File: config.mk
export PLATFORM = sky130hd
export DESIGN_NAME = fir_capture_buffer_flat
export DESIGN_NICKNAME = d
export VERILOG_FILES = /design/src/rtl/fir_capture_buffer_pkg.sv /design/src/rtl/fir_capture_buffer_if.sv /design/src/rtl/fir_capture_buffer_ram.sv /design/src/rtl/fir_capture_buffer.sv /design/src/flat_wrapper.sv
export SDC_FILE = /design/constraint.sdc
export NUM_CORES = 2
export LEC_CHECK = 0
export ABC_CLOCK_PERIOD_IN_PS = 6700
export CORE_UTILIZATION = 35
export DETAILED_ROUTE_END_ITERATION = 8
export GPL_TIMING_DRIVEN = 1
export SKIP_LAST_GASP = 1
export SYNTH_ARGS = -nofsm -noshare
export SYNTH_HDL_FRONTEND = slang
export SYNTH_SLANG_ARGS = --single-unit
File: constraint.sdc
create_clock -name clk -period 6.7 [get_ports clk]
set_input_delay 1.675 -clock clk [delete_from_list [all_inputs] [get_ports clk]]
set_output_delay 1.675 -clock clk [all_outputs]
set_load 0.1 [all_outputs]
File: src/rtl/fir_capture_buffer_pkg.sv
// Shared types and default widths for the FIR capture buffer.
// The default sample width matches the lagrange_fir output width.
package fir_capture_pkg;

    localparam int CAP_DATA_W = 16;
    localparam int CAP_ADDR_W = 8;

    typedef enum logic [1:0] {
        CAP_IDLE    = 2'd0,
        CAP_ARMED   = 2'd1,
        CAP_CAPTURE = 2'd2,
        CAP_READOUT = 2'd3
    } cap_state_t;

endpackage

File: src/rtl/fir_capture_buffer_if.sv
// Readout stream of the capture buffer: valid/ready with a last-beat marker.
// The buffer drives the master side; the consumer holds the slave side.
interface fir_capture_buffer_if
    import fir_capture_pkg::*;
#(
    parameter int DATA_W = CAP_DATA_W
);

    logic [DATA_W-1:0] out_data;
    logic              out_valid;
    logic              out_ready;
    logic              out_last;

    modport master (
        output out_data,
        output out_valid,
        output out_last,
        input  out_ready
    );

    modport slave (
        input  out_data,
        input  out_valid,
        input  out_last,
        output out_ready
    );

endinterface

File: src/rtl/fir_capture_buffer_ram.sv
// Simple dual-port sample RAM: one write port, one registered read port.
// The read register only loads on re, so it holds the last beat during a stall.
module capture_ram #(
    parameter int DATA_W = 16,
    parameter int ADDR_W = 8
) (
    input  logic              clk,
    input  logic              reset,
    input  logic              we,
    input  logic [ADDR_W-1:0] waddr,
    input  logic [DATA_W-1:0] wdata,
    input  logic              re,
    input  logic [ADDR_W-1:0] raddr,
    output logic [DATA_W-1:0] rdata
);

    localparam int DEPTH = 1 << ADDR_W;

    logic [DATA_W-1:0] mem_r [0:DEPTH-1];

    // Storage array write port.
    always_ff @(posedge clk) begin
        if (we) begin
            mem_r[waddr] <= wdata;
        end
    end

    // Synchronous read register; cleared by reset so the readout bus idles at zero.
    always_ff @(posedge clk) begin
        if (reset) begin
            rdata <= '0;
        end else if (re) begin
            rdata <= mem_r[raddr];
        end
    end

endmodule

File: src/rtl/fir_capture_buffer.sv
// Pre/post-trigger capture buffer: keeps a circular sample history, freezes one
// DEPTH-sample window around a rising threshold crossing and streams it out oldest first.
module fir_capture_buffer
    import fir_capture_pkg::*;
#(
    parameter int DATA_W   = CAP_DATA_W,
    parameter int ADDR_W   = CAP_ADDR_W,
    parameter int POST_LEN = 128
) (
    input  logic                     clk,
    input  logic                     reset,
    input  logic signed [DATA_W-1:0] sample_in,
    input  logic                     sample_valid,
    input  logic                     arm,
    input  logic signed [DATA_W-1:0] threshold,
    fir_capture_buffer_if.master     rd,
    output logic                     busy,
    output logic                     done
);

    localparam int DEPTH   = 1 << ADDR_W;
    localparam int PRE_LEN = DEPTH - POST_LEN;
    localparam int CNT_W   = ADDR_W + 1;

    localparam logic [ADDR_W-1:0]        PRE_LEN_C   = ADDR_W'(PRE_LEN);
    localparam logic [ADDR_W-1:0]        POST_LAST_C = ADDR_W'(POST_LEN - 1);
    localparam logic [CNT_W-1:0]         DEPTH_C     = CNT_W'(DEPTH);
    localparam logic [CNT_W-1:0]         BEAT_LAST_C = CNT_W'(DEPTH - 1);
    localparam logic signed [DATA_W-1:0] MOST_NEG_C  = {1'b1, {(DATA_W-1){1'b0}}};
    // A one-sample post window has nothing left to capture after the trigger.
    localparam cap_state_t TRIG_NEXT_C = (POST_LEN == 1) ? CAP_READOUT : CAP_CAPTURE;

    cap_state_t state_r;
    cap_state_t state_nx_s;

    logic signed [DATA_W-1:0] thr_r;
    logic signed [DATA_W-1:0] prev_r;
    logic [ADDR_W-1:0]        wptr_r;
    logic [ADDR_W-1:0]        fill_r;
    logic [ADDR_W-1:0]        post_r;
    logic [ADDR_W-1:0]        start_r;
    logic [ADDR_W-1:0]        rptr_r;
    logic [CNT_W-1:0]         issued_r;
    logic                     out_valid_r;
    logic                     out_last_r;
    logic                     busy_r;
    logic                     done_r;

    logic                     we_s;
    logic                     cross_s;
    logic                     trig_s;
    logic                     issue_s;
    logic                     xfer_s;
    logic                     last_xfer_s;
    logic                     enter_rd_s;
    logic [ADDR_W-1:0]        start_s;
    logic [DATA_W-1:0]        rdata_s;

    assign we_s        = sample_valid && ((state_r == CAP_ARMED) || (state_r == CAP_CAPTURE));
    assign cross_s     = (prev_r < thr_r) && (sample_in >= thr_r);
    assign trig_s      = (state_r == CAP_ARMED) && sample_valid && cross_s && (fill_r >= PRE_LEN_C);
    assign start_s     = wptr_r - PRE_LEN_C;
    assign issue_s     = (state_r == CAP_READOUT) && (issued_r != DEPTH_C)
                         && (!out_valid_r || rd.out_ready);
    assign xfer_s      = out_valid_r && rd.out_ready;
    assign last_xfer_s = xfer_s && out_last_r;
    assign enter_rd_s  = (state_nx_s == CAP_READOUT) && (state_r != CAP_READOUT);

    capture_ram #(
        .DATA_W (DATA_W),
        .ADDR_W (ADDR_W)
    ) u_ram (
        .clk   (clk),
        .reset (reset),
        .we    (we_s),
        .waddr (wptr_r),
        .wdata (sample_in),
        .re    (issue_s),
        .raddr (rptr_r),
        .rdata (rdata_s)
    );

    // FSM state register.
    always_ff @(posedge clk) begin
        if (reset) begin
            state_r <= CAP_IDLE;
        end else begin
            state_r <= state_nx_s;
        end
    end

    // FSM next-state decode.
    always_comb begin
        state_nx_s = state_r;
        case (state_r)
            CAP_IDLE: begin
                if (arm) begin
                    state_nx_s = CAP_ARMED;
                end else begin
                    state_nx_s = CAP_IDLE;
                end
            end
            CAP_ARMED: begin
                if (trig_s) begin
                    state_nx_s = TRIG_NEXT_C;
                end else begin
                    state_nx_s = CAP_ARMED;
                end
            end
            CAP_CAPTURE: begin
                if (sample_valid && (post_r == POST_LAST_C)) begin
                    state_nx_s = CAP_READOUT;
                end else begin
                    state_nx_s = CAP_CAPTURE;
                end
            end
            CAP_READOUT: begin
                if (last_xfer_s) begin
                    state_nx_s = CAP_IDLE;
                end else begin
                    state_nx_s = CAP_READOUT;
                end
            end
            default: begin
                state_nx_s = CAP_IDLE;
            end
        endcase
    end

    // Capture side: threshold latch, write pointer, prefill and post counters.
    always_ff @(posedge clk) begin
        if (reset) begin
            thr_r   <= '0;
            prev_r  <= '0;
            wptr_r  <= '0;
            fill_r  <= '0;
            post_r  <= '0;
            start_r <= '0;
        end else begin
            case (state_r)
                CAP_IDLE: begin
                    if (arm) begin
                        thr_r  <= threshold;
                        prev_r <= MOST_NEG_C;
                        wptr_r <= '0;
                        fill_r <= '0;
                    end
                end
                CAP_ARMED: begin
                    if (sample_valid) begin
                        wptr_r <= wptr_r + ADDR_W'(1);
                        prev_r <= sample_in;
                        if (fill_r != PRE_LEN_C) begin
                            fill_r <= fill_r + ADDR_W'(1);
                        end
                        if (trig_s) begin
                            post_r  <= ADDR_W'(1);
                            start_r <= start_s;
                        end
                    end
                end
                CAP_CAPTURE: begin
                    if (sample_valid) begin
                        wptr_r <= wptr_r + ADDR_W'(1);
                        post_r <= post_r + ADDR_W'(1);
                    end
                end
                default: begin
                end
            endcase
        end
    end

    // Readout side: read pointer, beat counter and the registered stream outputs.
    always_ff @(posedge clk) begin
        if (reset) begin
            rptr_r      <= '0;
            issued_r    <= '0;
            out_valid_r <= 1'b0;
            out_last_r  <= 1'b0;
            busy_r      <= 1'b0;
            done_r      <= 1'b0;
        end else begin
            busy_r <= (state_nx_s != CAP_IDLE);
            done_r <= last_xfer_s;
            if (enter_rd_s) begin
                // On a direct ARMED->READOUT hop start_r is not yet loaded.
                rptr_r   <= (state_r == CAP_ARMED) ? start_s : start_r;
                issued_r <= '0;
            end else if (issue_s) begin
                rptr_r   <= rptr_r + ADDR_W'(1);
                issued_r <= issued_r + CNT_W'(1);
            end
            if (issue_s) begin
                out_valid_r <= 1'b1;
                out_last_r  <= (issued_r == BEAT_LAST_C);
            end else if (xfer_s) begin
                out_valid_r <= 1'b0;
                out_last_r  <= 1'b0;
            end
        end
    end

    assign rd.out_data  = rdata_s;
    assign rd.out_valid = out_valid_r;
    assign rd.out_last  = out_last_r;
    assign busy         = busy_r;
    assign done         = done_r;

endmodule

File: src/flat_wrapper.sv
// flat-port wrapper written by rule: the top's interface ports become plain ports
module fir_capture_buffer_flat import fir_capture_pkg::*;
#(
    parameter int DATA_W   = CAP_DATA_W,
    parameter int ADDR_W   = CAP_ADDR_W,
    parameter int POST_LEN = 128
)
  (clk, reset, sample_in, sample_valid, arm, threshold, busy, done, rd_out_data, rd_out_valid, rd_out_last, rd_out_ready);
  fir_capture_buffer_if #(.DATA_W(DATA_W)) rd_i ();
  input  logic clk;
  input  logic reset;
  input  logic signed [DATA_W-1:0] sample_in;
  input  logic sample_valid;
  input  logic arm;
  input  logic signed [DATA_W-1:0] threshold;
  output logic busy;
  output logic done;
  output wire logic [$bits(rd_i.out_data)-1:0] rd_out_data;
  output wire logic [$bits(rd_i.out_valid)-1:0] rd_out_valid;
  output wire logic [$bits(rd_i.out_last)-1:0] rd_out_last;
  input wire logic [$bits(rd_i.out_ready)-1:0] rd_out_ready;
  assign rd_out_data = rd_i.out_data;
  assign rd_out_valid = rd_i.out_valid;
  assign rd_out_last = rd_i.out_last;
  assign rd_i.out_ready = rd_out_ready;
  fir_capture_buffer #(.DATA_W(DATA_W), .ADDR_W(ADDR_W), .POST_LEN(POST_LEN)) u_core (.clk(clk), .reset(reset), .sample_in(sample_in), .sample_valid(sample_valid), .arm(arm), .threshold(threshold), .rd(rd_i), .busy(busy), .done(done));
endmodule
======== Word level (Yosys, flattened, before mapping) ========
Memories as Yosys holds them, arrays and structs flattened. A register that Yosys moved wholly into a read port is not among the register bits.
Cells that the tools add are included.
word-level totals
  register bits after elaboration ......... 87
  memory bits (writable) .................. 4096
  input port bits ......................... 37
  output and inout bits ................... 20
  logic and storage cells ................. 93
  memories ................................ 1
cells by class
  add/subtract/negate cells ............... 6
  magnitude comparators ................... 3
  equality and inequality tests ........... 15
  muxes and demuxes ....................... 26
  reduce and logical (&&, ||, !) cells .... 29
memories
  memory              depth  width  rd ports  clocked after memory_dff  write ports  RTL line                      source
  u_core.u_ram.mem_r  256    16     1         1                         1            fir_capture_buffer_ram.sv:19  logic [DATA_W-1:0] mem_r [0:DEPTH-1];
operators by type and width
  operator             count
  $mux 8               10
  $pmux 8 s2           3
  $add 8x1->8 const B  4
  $mux 16              2
  $pmux 16 s2          1
  $ge 16x16->1         1
  $lt 16x16->1         1
  $reduce_bool 2->1    6
  $logic_and 1x1->1    11
  $ne 2x2->1 const B   5
  $add 9x1->9 const B  1
  $eq 9x8->1 const B   1
  $ne 9x9->1 const B   1
  $reduce_and 3->1     3
  $eq 8x7->1 const B   1
  $ge 8x8->1 const B   1
  $ne 8x8->1 const B   1
  $pmux 2 s4           1
  $reduce_and 4->1     2
  $sub 8x8->8 const B  1
  $mux 1               7
  $eq 2x2->1 const B   3
  $mux 2               2
  $ne 2x1->1 const B   2
  other kinds (6)      8

======== Longest topological paths before layout ========
  depth after elaboration ................. 9
  gate-level depth with buffers ........... 13
  depth with buffers taken out ............ 9

======== By module ========
Synthesis repeated with hierarchy kept, for this count alone.
unflattened totals
  cell total of the unflattened synthesis .. 8112
  area, all modules ....................... 163495.6 sq um
by module, submodules not included
  module              times used  cells an instance  area each (sq um)  sequential area each (sq um)
  capture_ram         1           7586               158948.7           123318.3
  fir_capture_buffer  1           526                4546.9             1741.7

======== Least setup slack after synthesis ========
No wires, ideal clock.
  kind .................................... input -> register
  start point ............................. in sample_in[15]
  end point ............................... reg u_core.rptr_r[7]
  setup time .............................. 72 ps
  data arrival time ....................... 4018 ps
  data required time ...................... 6628 ps
  slack ................................... 2610 ps
  stages on the path ...................... 8
  path buffers ............................ 1
  cell sequence ........................... ha_1 -> nand4_1 -> or4_1 -> a41oi_2 -> nand2_2 -> a221oi_2 -> buf_2 -> mux2i_1
on the way
  cells in the longest elaborated chain, start to end .. 9
  elaborated cells between the ends (all ways) .. 10
  those cells by class .................... order compare (1); eq/ne (1); mux (3); reduce/logical (5)
ends and longest elaborated chain
  element                                      RTL line                   source
  start: declaration                           flat_wrapper.sv:12         input logic signed [DATA_W-1:0] sample_in;
  $ge 16x16->1 *                               fir_capture_buffer.sv:60   assign cross_s = (prev_r < thr_r) && (sample_in >= thr_r);
  $logic_and 1x1->1 *                          fir_capture_buffer.sv:60
  $logic_and 1x1->1 * (2 in series)            fir_capture_buffer.sv:61   assign trig_s = (state_r == CAP_ARMED) && sample_valid && cross_s && (fill_r >= PRE_LEN_C);
  $mux 2 *                                     fir_capture_buffer.sv:104  if (trig_s) begin
  $pmux 2 s4 *                                 fir_capture_buffer.sv:95   case (state_r)
  $eq 2x2->1 *                                 fir_capture_buffer.sv:67   assign enter_rd_s = (state_nx_s == CAP_READOUT) && (state_r != CAP_READOUT);
  $logic_and 1x1->1 *                          fir_capture_buffer.sv:67
  $mux 8 or $reduce_bool 2->1 (tied branches)  n/a
  end signal: assignment                       fir_capture_buffer.sv:188  rptr_r <= (state_r == CAP_ARMED) ? start_s : start_r;
  end signal: assignment                       fir_capture_buffer.sv:191  rptr_r <= rptr_r + ADDR_W'(1);
  end: declaration                             fir_capture_buffer.sv:42   logic [ADDR_W-1:0] rptr_r;
Every way passes the cells marked *; elsewhere a longest branch is shown, timed or not.
A chain may end at the register's enable or synchronous reset.

======== Worst setup path in the final report ========
  start point ............................. in sample_valid
  end point ............................... mem u_core.u_ram.mem_r[17][2], enable pin
on the way
  cells in the longest elaborated chain, start to end .. 3
ends and longest elaborated chain
  element                       RTL line                      source
  start: declaration            flat_wrapper.sv:13            input logic sample_valid;
  $logic_and 1x1->1             fir_capture_buffer.sv:59      assign we_s = sample_valid && ((state_r == CAP_ARMED) || (state_r == CAP_CAPTURE));
  $mux 1                        fir_capture_buffer_ram.sv:23  if (we) begin
  $mux 1 (not written as such)  fir_capture_buffer_ram.sv:24  mem_r[waddr] <= wdata;
  end: declaration              fir_capture_buffer_ram.sv:19
Every way passes these cells.

==> qor.txt <==
Reg-to-Reg End = u_core.u_ram.rdata[6]
Syn Nets = 7,188
Status = finished with violations
Flops & latches, synth = 4,199
Total CTS buffers = 413
Min Tclk post-route = 5.13 ns
Post-Route WL = 451,000 µm
Sequential-to-total area share from yosys stat = 77.4%
Top cells by area, synth = edfxtp_1 76%, mux4_2 16%, dfxtp_1 1.3%
Startpoint Class = input pin
Avg WL per Cell = 32.1 µm
Arr. time, crit path = 5.72 ns
H-Tree Depth = 5
Final clock skew = 0.0524 ns
HPWL Detailed = 282,000 µm
RSZ-0062 raised after global routing = false
CTS tree = built
Worst setup EP type = flop
CP Class = in -> reg
Share of layout cells above drive strength 1 = 29.4%
Post-cts sizing count = 0
Vias in the first global route = 78,600
Clk_lat worst skew = 0.98 ns
Synth top area share = 76.1%
Hold Fails Final Rpt = 0
Clk root buf = clkbuf_16
Leading area contributor after synthesis = edfxtp_1
Synthesized area per cell = 22.7 µm²
Synth unique cells = 68
Worst EP required = 7.29 ns
Initial antenna violation count = 25
Die width = 682 µm
PortBufs = 56
GRT Util Overall = 19.1%
Slew Limit Fails = 52
Cell Rows = 249
Full die area = 464,000 µm²
Max cap viols = 0
Worst-case clock buffer depth = 4
Tcrit/Tclk final = 76.6%
Synth Flop Type = edfxtp_1
TritonCTS Sinks = 4,199
Die Y = 682 µm
R2r setup slk = 1.82 ns
Crit-path max FO = 17
Aggregate global routing overflow = 0
Number of remaining DRC errors = 6
Final setup viols = 0
Critical Path Sink = u_core.u_ram.mem_r[17][2]
Worst-Margin Slew = 1.54 ns
Routed vias = 78,500
Setup TNS = 0 ns
EDFF count, synth = 4,096
Synth Instances = 7,105
Leakage Power = 55.2 nW
Gp weighted congestion = 0.895
Initial Utilization = 35.1%
Starting DRT DRC Count = 10,900
Hold_buf cts = 0
I/O pin count = 57
Share of flip-flops with an asynchronous set or reset = 0%
Largest net degree at the start of global routing = 161
R2R Path Start = u_core.rptr_r[0]
# Post-CTS Setup Buffers = 0
Violated checks = design-rule violations, max-slew violations
NumNets Final = 7,601
ANT nets after route = 0
Initial DRT Pass Iterations = 7
Vias per cell = 5.60
Mapped Area = 162,000 µm²
Global-route wire length before repair = 626,000 µm
Rel. slew slack = -2.83%
Synth Warn # = 0
Worst-path clk slew = 0.06 ns
HP Class = reg -> reg
Crit path launch = sample_valid
Fmax = 0.195 GHz
Pwr/cell area = 286 nW/µm²
Worst reg2reg path depth = 7
Peak supply drop = 0.235 mV
P&R area growth vs syn = 14.4%
Core Footprint = 460,000 µm²
Final Util = 40.2%
## metal layers
layer	vias up	wire length (µm)	global-route usage [%]
met5	-	57	0
li1	31100	-	-
met1	42400	178000	26.1
met2	4158	212000	30.2
met4	8	18800	6.97
met3	768	41400	3.98
## placed cells by master, fill, tap and decap left out, drive strengths merged, types with 9 or more instances in the layout
| cell | n |
|---|---|
| or3 | 14 |
| bufinv | 44 |
| clkbuf | 522 |
| nand3 | 48 |
| a221oi | 62 |
| diode | 12 |
| mux4 | 1167 |
| mux2i | 101 |
| ha | 46 |
| mux2 | 16 |
| buf | 372 |
| o21ai | 38 |
| clkinvlp | 9 |
| nor4 | 9 |
| edfxtp | 4096 |
| a21oi | 87 |
| xnor2 | 14 |
| a211oi | 27 |
| xor2 | 12 |
| nor2 | 339 |
| a22o | 54 |
| nor2b | 18 |
| a22oi | 81 |
| nand4 | 20 |
| nor3 | 52 |
| clkdlybuf4s50 | 35 |
| o211ai | 11 |
| clkinv | 166 |
| dfxtp | 103 |
| nand2 | 115 |
| inv | 55 |
| o22ai | 33 |
## cells in the mapped netlist (all sizes together) (46+ instances only)
cell type	count
dfxtp	103
mux4	1167
nand3	48
edfxtp	4096
nor2	339
a21oi	87
a221oi	62
nand2	115
ha	46
a22oi	81
nor3	52
mux2i	101
clkbuf	226
a22o	54
buf	183
## flip-flops by register name (all words and copies together), names as in the netlist, 2 cells and up
signal / count
u_core.post_r: 8
u_core.issued_r: 9
u_core.prev_r: 16
u_core.thr_r: 16
u_core.u_ram.mem_r: 4096
u_core.state_r: 2
u_core.rptr_r: 8
u_core.wptr_r: 8
u_core.u_ram.rdata: 16
u_core.fill_r: 8
u_core.start_r: 8
## critical path, stage by stage
cell and delay, ns:
clkdlybuf4s50_1 0.74, inv_1 0.30, nor2_2 0.83, nand3_2 0.89
buf_4 0.52, nor2_2 0.69
## through the flow
| step | setup WS, ns | hold slack, ns | power, mW | cells | cell area, µm² |
|---|---|---|---|---|---|
| after global placement | 0.607 | 0.454 | 30.2 | 13300 | 171000 |
| final | 1.57 | 0.464 | 53.0 | 14000 | 185000 |
| after global routing | 1.37 | 0.491 | 54.2 | 14000 | 185000 |
| after detailed placement | 0.501 | 0.455 | 30.2 | 13300 | 171000 |
| after floorplan | 2.61 | 0.436 | 29.5 | 7105 | 162000 |
| after CTS | 1.56 | 0.464 | 53.2 | 14000 | 185000 |
## cell families (layout without fill, tap and decap cells)
| logic type | count (synthesis) | after routing | synth area share [%] |
|---|---|---|---|
| flip-flops | 4199 | 4199 | 77.4 |
| AO/OA/AOI/OAI | 447 | 447 | 2.00 |
| other | 0 | 12 | 0 |
| buffers and inverters | 449 | 1203 | 1.34 |
| XOR/XNOR | 26 | 26 | 0.141 |
| adder cells (fa/ha/maj) | 46 | 46 | 0.356 |
| AND/OR/NAND/NOR | 654 | 654 | 1.77 |
| multiplexers | 1284 | 1284 | 17.0 |
## report_power, final
part	internal (mW)	switching (mW)	total, mW
Combinational	0.115	0.692	0.807
Clock	13.4	9.97	23.3
Sequential	28.8	0.0145	28.8
Total	42.3	10.7	53.0
## how the worst min path moves through the flow
stage	startpoint	to	slack [ns]	depth (start not counted)
2_1_floorplan	u_core.thr_r[10]	u_core.thr_r[10]	0.44	2
3_3_place_gp	u_core.thr_r[11]	u_core.thr_r[11]	0.45	2
3_5_place_dp	u_core.thr_r[11]	u_core.thr_r[11]	0.45	2
4_1_cts	u_core.thr_r[11]	u_core.thr_r[11]	0.46	2
5_1_grt	u_core.thr_r[4]	u_core.thr_r[4]	0.49	2
6_report	u_core.thr_r[11]	u_core.thr_r[11]	0.46	2
## final cells by class
| class | count | area [µm²] |
|---|---|---|
| multi-input cells | 2457 | 34800 |
| clock buffers | 522 | 11000 |
| repair buffers | 407 | 3640 |
| clock inverters | 234 | 2570 |
| inverters | 40 | 153 |
| flip-flops and latches | 4199 | 125000 |
| diodes | 12 | 30.0 |
| fillers | 39900 | 275000 |
| well taps | 6149 | 7690 |
Power figures use the tool's default switching activity.
